File: src/rtl/leaf_user_pkg.sv
// Shared definitions for the leaf shell user-side adapters (transmit and receive).
// Contents:
//   LEAF_PAYLOAD_BITS  default width of one data word, matching leaf_interface
//   LEAF_FIFO_DEPTH    default adapter FIFO depth
//   LEAF_CNT_BITS      default width of the statistics counters
//   user_word_t        one data word at the default width
package leaf_user_pkg;

  localparam int LEAF_PAYLOAD_BITS = 32;
  localparam int LEAF_FIFO_DEPTH   = 4;
  localparam int LEAF_CNT_BITS     = 32;

  typedef logic [LEAF_PAYLOAD_BITS-1:0] user_word_t;

endpackage

File: src/rtl/leaf_sync_fifo.sv
// Single-clock first-word-fall-through FIFO with synchronous active-high reset.
// dout always shows the head entry whenever empty is low; rd_en pops it.
// Ports:
//   clk    in   clock, rising edge
//   reset  in   synchronous active-high reset, empties the FIFO
//   wr_en  in   write din (ignored while full)
//   din    in   WIDTH  write data
//   full   out  no free entry
//   rd_en  in   pop the head entry (ignored while empty)
//   dout   out  WIDTH  head entry
//   empty  out  no entry stored
//   level  out  $clog2(DEPTH+1)  number of stored entries
module leaf_sync_fifo
  import leaf_user_pkg::*;
#(
  parameter int WIDTH = LEAF_PAYLOAD_BITS,
  parameter int DEPTH = LEAF_FIFO_DEPTH
) (
  input  logic                       clk,
  input  logic                       reset,
  input  logic                       wr_en,
  input  logic [WIDTH-1:0]           din,
  output logic                       full,
  input  logic                       rd_en,
  output logic [WIDTH-1:0]           dout,
  output logic                       empty,
  output logic [$clog2(DEPTH+1)-1:0] level
);

  localparam int PW = $clog2(DEPTH);
  localparam int LW = $clog2(DEPTH + 1);

  logic [WIDTH-1:0] mem [DEPTH];
  logic [PW-1:0]    wr_ptr;
  logic [PW-1:0]    rd_ptr;
  logic [LW-1:0]    count;
  logic             do_wr;
  logic             do_rd;

  assign full  = (count == LW'(DEPTH));
  assign empty = (count == '0);
  assign level = count;
  assign dout  = mem[rd_ptr];

  assign do_wr = wr_en && !full;
  assign do_rd = rd_en && !empty;

  // Storage is not reset: the occupancy counter alone decides what is valid.
  always_ff @(posedge clk) begin
    if (do_wr) mem[wr_ptr] <= din;
  end

  // DEPTH is a power of two, so the pointers wrap by natural overflow.
  always_ff @(posedge clk) begin
    if (reset) begin
      wr_ptr <= '0;
      rd_ptr <= '0;
      count  <= '0;
    end else begin
      if (do_wr) wr_ptr <= wr_ptr + 1'b1;
      if (do_rd) rd_ptr <= rd_ptr + 1'b1;
      case ({do_wr, do_rd})
        2'b10:   count <= count + 1'b1;
        2'b01:   count <= count - 1'b1;
        default: count <= count;
      endcase
    end
  end

endmodule

File: src/rtl/leaf_user2interface_tx.sv
// Transmit-side adapter between a user kernel output stream and one leaf_interface
// output port, clk_user domain. Kernel words are buffered in a FWFT FIFO and then
// moved into an output register that drives the leaf_interface valid/ack handshake.
// Ports:
//   clk_user                 in   user clock, rising edge
//   reset                    in   synchronous active-high reset
//   s_tdata                  in   PAYLOAD_BITS  kernel word
//   s_tvalid                 in   kernel word valid
//   s_tready                 out  word accepted this cycle when s_tvalid is high
//   din_leaf_user2interface  out  PAYLOAD_BITS  word presented to leaf_interface
//   vld_user2interface       out  din_leaf_user2interface is valid
//   ack_interface2user       in   leaf_interface takes the word this cycle
//   fifo_level               out  FIFO occupancy, output register not included
//   sent_count               out  CNT_BITS  transfers to leaf_interface, wrapping
//   stall_count              out  CNT_BITS  cycles with vld high and ack low, saturating
module leaf_user2interface_tx #(
  parameter int PAYLOAD_BITS = leaf_user_pkg::LEAF_PAYLOAD_BITS,
  parameter int FIFO_DEPTH   = leaf_user_pkg::LEAF_FIFO_DEPTH,
  parameter int CNT_BITS     = leaf_user_pkg::LEAF_CNT_BITS
) (
  input  logic                            clk_user,
  input  logic                            reset,
  input  logic [PAYLOAD_BITS-1:0]         s_tdata,
  input  logic                            s_tvalid,
  output logic                            s_tready,
  output logic [PAYLOAD_BITS-1:0]         din_leaf_user2interface,
  output logic                            vld_user2interface,
  input  logic                            ack_interface2user,
  output logic [$clog2(FIFO_DEPTH+1)-1:0] fifo_level,
  output logic [CNT_BITS-1:0]             sent_count,
  output logic [CNT_BITS-1:0]             stall_count
);

  import leaf_user_pkg::*;

  logic                    fifo_full;
  logic                    fifo_empty;
  logic [PAYLOAD_BITS-1:0] fifo_dout;
  logic                    fifo_wr;
  logic                    load;
  logic                    xfer;
  logic                    stall;

  // Readiness depends only on fullness: a pop in the same cycle does not open a slot.
  assign s_tready = !reset && !fifo_full;
  assign fifo_wr  = s_tvalid && s_tready;

  assign xfer  = vld_user2interface && ack_interface2user;
  assign stall = vld_user2interface && !ack_interface2user;
  // Output register refills when it is empty or being emptied this cycle.
  assign load  = (!vld_user2interface || ack_interface2user) && !fifo_empty;

  leaf_sync_fifo #(
    .WIDTH (PAYLOAD_BITS),
    .DEPTH (FIFO_DEPTH)
  ) u_fifo (
    .clk   (clk_user),
    .reset (reset),
    .wr_en (fifo_wr),
    .din   (s_tdata),
    .full  (fifo_full),
    .rd_en (load),
    .dout  (fifo_dout),
    .empty (fifo_empty),
    .level (fifo_level)
  );

  always_ff @(posedge clk_user) begin
    if (reset) begin
      vld_user2interface      <= 1'b0;
      din_leaf_user2interface <= '0;
    end else if (load) begin
      vld_user2interface      <= 1'b1;
      din_leaf_user2interface <= fifo_dout;
    end else if (xfer) begin
      vld_user2interface      <= 1'b0;
    end
  end

  always_ff @(posedge clk_user) begin
    if (reset) begin
      sent_count  <= '0;
      stall_count <= '0;
    end else begin
      if (xfer) sent_count <= sent_count + 1'b1;
      if (stall && (stall_count != '1)) stall_count <= stall_count + 1'b1;
    end
  end

endmodule

File: config.mk
export PLATFORM = sky130hd
export DESIGN_NAME = leaf_user2interface_tx
export DESIGN_NICKNAME = d
export VERILOG_FILES = /design/src/rtl/leaf_user_pkg.sv /design/src/rtl/leaf_sync_fifo.sv /design/src/rtl/leaf_user2interface_tx.sv
export SDC_FILE = /design/constraint.sdc
export NUM_CORES = 1
export LEC_CHECK = 0
export BUFFER_PORTS_ARGS = -buffer_cell sky130_fd_sc_hd__clkbuf_2
export CAP_MARGIN = 25
export CELL_PAD_IN_SITES_DETAIL_PLACEMENT = 0
export CELL_PAD_IN_SITES_GLOBAL_PLACEMENT = 1
export CORE_ASPECT_RATIO = 1.1
export CORE_UTILIZATION = 46
export DETAILED_ROUTE_END_ITERATION = 6
export PLACE_DENSITY_LB_ADDON = 0.1
export SLEW_MARGIN = 30
export SYNTH_ARGS = -nofsm -noshare
export SYNTH_HDL_FRONTEND = slang
export SYNTH_SLANG_ARGS = --single-unit
File: constraint.sdc
create_clock -name clk_user -period 3.3 [get_ports clk_user]
set_input_delay 0.33 -clock clk_user [delete_from_list [all_inputs] [get_ports clk_user]]
set_output_delay 0.33 -clock clk_user [all_outputs]
set_load 0.05 [all_outputs]
==> results.txt <==
# clock sinks -> 232
Crit-path slowest cell -> or4b_1
final setup violation count -> 0
gpl congestion -> 0.826
largest cells by area after synthesis -> edfxtp_1 (42%), dfxtp_1 (23%), mux4_2 (7.9%)
DP HPWL -> 12600 um
Max-Cap Viols -> 0
Hold Worst Slack -> 0.0284 ns
diode count -> 0
total power density per cell area -> 751 nW/um^2
EDFF count, synth -> 128
Nets -> 897
design area -> 10800 um^2
Buf+Inv Stages, Crit Path -> 0
sequential share of the synthesized area -> 0.649
Startpoint Class -> register
cts hold-fix bufs -> 0
clock period minus worst slack -> 2.51 ns
largest fanout on the critical path -> 7
Antenna Nets Post-Route -> 0
Die Area -> 20400 um^2
H-tree depth -> 1
Reg clk slew, reported paths -> 0.06 ns
RSZ-0062 raised after global routing -> false
Tcrit/Tclk final -> 0.762
DRT iter0 DRCs -> 196
Slew Limit Fails -> 0
total wire length -> 19500 um
Most used DFF post-synth -> edfxtp_1
Hold Path Class -> primary input to register
Syn Nets -> 761
Post-synth ARST share -> 0
initial antenna violation count -> 1
utilization after layout -> 0.560
# rows -> 53
share of cells above drive strength 1 -> 0.271
Syn. warnings -> 0
GRT Util Overall -> 0.195
post-synthesis register bit count -> 232
maximum VDD drop -> 575 uV
Mapped Area -> 9140 um^2
largest net degree at the start of global routing -> 73
Pleak -> 3.83 nW
Placed Instances -> 1074
total core area -> 19300 um^2
Root Buffer -> clkbuf_16
Post-DP Area -> 10100 um^2
Max Root-Sink Buffers -> 3
achievable clock frequency -> 398 MHz
Critical Path Start -> stall_count[0]$_SDFFE_PP0P_
max_slew headroom -> 0.383
first-pass GRT wire length -> 31300 um
Synth top area share -> 0.421
CP Class -> register to register
Hold Fails Final Rpt -> 0
P&R area growth vs syn -> 18.4%
worst clock skew -> 0.00910 ns
Worst Min Path Start -> s_tdata[2]
CP endpoint kind -> register
Clk Latency, worst-skew pair -> 0.51 ns
Routed WL per cell -> 17.4 um
final cell count without fillers -> 1117
TNS Setup -> 0 ns
critical path required time -> 3.74 ns
vias in the first global route -> 6131
reg-to-reg slack, setup -> 0.79 ns
post-CTS setup buffers -> 0
DR vias/cell -> 5.43
Fill cells -> 1640
first drt pass iteration count -> 4
CTS tree -> built
multi-input logic area -> 3020 um^2
Die Width -> 136 um
grt total ovfl -> 0
Register Area -> 5930 um^2
Mean Syn Cell Area -> 12.7 um^2
DR DRC count -> 0
area leader, netlist -> edfxtp_1
status -> completed
worst r2r src -> stall_count[0]$_SDFFE_PP0P_
total number of vias -> 6066
total CTS buffers -> 24
worst-path cell chain -> ha_1 > nand3_2 > or4_4 > or4b_1 > or3_1 > a21oi_1
critical path's top delay family -> simple AND/OR/NAND/NOR gates
Unique masters post-synth -> 44
Max stage delay on crit path -> 0.63 ns
Synth Instances -> 717
Slew @ Worst Pin -> 0.925 ns
IO buf count -> 136
Chip Height -> 150 um
WP data arrival -> 2.96 ns
Initial Util -> 0.473
I/O pins -> 137
Gates resized, CTS repair -> 0
layer usage:
layer / track usage / wire length [um] / vias up
li1: - / - / 2932
met1: 0.240 / 8370 / 2977
met2: 0.349 / 9790 / 133
met3: 0.0383 / 987 / 24
met4: 0.0500 / 317 / 0
met5: 0 / 0 / -
Yosys cell counts, types with 2 or more instances:
| cell | n |
|---|---|
| or2_2 | 3 |
| nand2_1 | 92 |
| nor4_1 | 2 |
| nand2b_1 | 2 |
| nor3_1 | 5 |
| a21oi_1 | 67 |
| edfxtp_1 | 128 |
| buf_1 | 4 |
| nor2b_1 | 4 |
| nand4_1 | 23 |
| xor2_1 | 23 |
| clkbuf_1 | 34 |
| nor2_1 | 45 |
| buf_2 | 3 |
| mux2_2 | 2 |
| and3_1 | 13 |
| mux4_2 | 32 |
| or3_1 | 18 |
| nand3_1 | 17 |
| and4_1 | 3 |
| o41ai_1 | 2 |
| dfxtp_1 | 104 |
| ha_1 | 7 |
| o31ai_1 | 14 |
| inv_1 | 8 |
| o21ai_0 | 19 |
| xnor2_1 | 11 |
| or4_1 | 13 |
| and2_1 | 4 |
path summary, 6_finish.rpt:
path	endpoint	depth (start not counted)
worst max-delay path	stall_count[28]$_SDFFE_PP0P_	6
worst min-delay path	u_fifo.mem[3][2]$_DFFE_PP_	1
worst max register to register	stall_count[28]$_SDFFE_PP0P_	6
worst min register to register	din_leaf_user2interface[20]$_SDFFE_PP0P_	2
state kept, by name, summed over array words and instances, names as in the netlist:
signal	cells
u_fifo.mem	128
din_leaf_user2interface	32
sent_count	32
stall_count	32
u_fifo.level	3
u_fifo.rd_ptr	2
u_fifo.wr_ptr	2
vld_user2interface	1
per-stage QoR:
stage          total power [W]  setup slack, ns
2_1_floorplan          0.00515          0.00696
3_3_place_gp           0.00569            0.851
4_1_cts                0.00823            0.759
5_1_grt                0.00850            0.620
6_report               0.00812            0.785
3_5_place_dp           0.00574            0.757
kinds of logic (layout without fill, tap and decap cells):
logic type / count (synthesis) / count (layout) / synth area share
DFF: 232 / 232 / 0.649
and+or+nand+nor: 253 / 253 / 0.140
xor gates and xnor gates: 34 / 34 / 0.0326
AOI/OAI and AO/OA: 105 / 105 / 0.0637
adders and majority gates: 8 / 8 / 0.0118
buffers and inverters: 50 / 203 / 0.0210
muxes: 35 / 35 / 0.0825
cells in the final DEF (no fill, tap or decap), types with 7 or more instances in the layout:
cell type  instances
clkbuf_2         135
edfxtp_1         128
dfxtp_1          102
nand2_1           92
a21oi_1           67
nor2_1            45
mux4_2            32
clkbuf_16         24
nand4_1           23
xor2_1            23
o21ai_0           19
or3_1             18
nand3_1           17
buf_4             16
o31ai_1           14
or4_1             13
xnor2_1           11
and3_1             9
inv_1              8
ha_1               7
cell type report:
cell class | count | area share
multi-input combinational | 435 | 0.280
clock buffer | 30 | 0.0576
inverter | 9 | 0.00312
tap | 247 | 0.0286
sequential | 232 | 0.548
timing repair buffer | 151 | 0.0736
clock inverter | 13 | 0.00914
report_power, final:
part | internal, W | switching [W] | total (W)
registers | 0.00334 | 0.000254 | 0.00359
logic | 0.000633 | 0.00141 | 0.00205
clock network | 0.00142 | 0.00106 | 0.00248
total | 0.00539 | 0.00273 | 0.00812
Note: power is estimated with default switching activity, not from simulation.
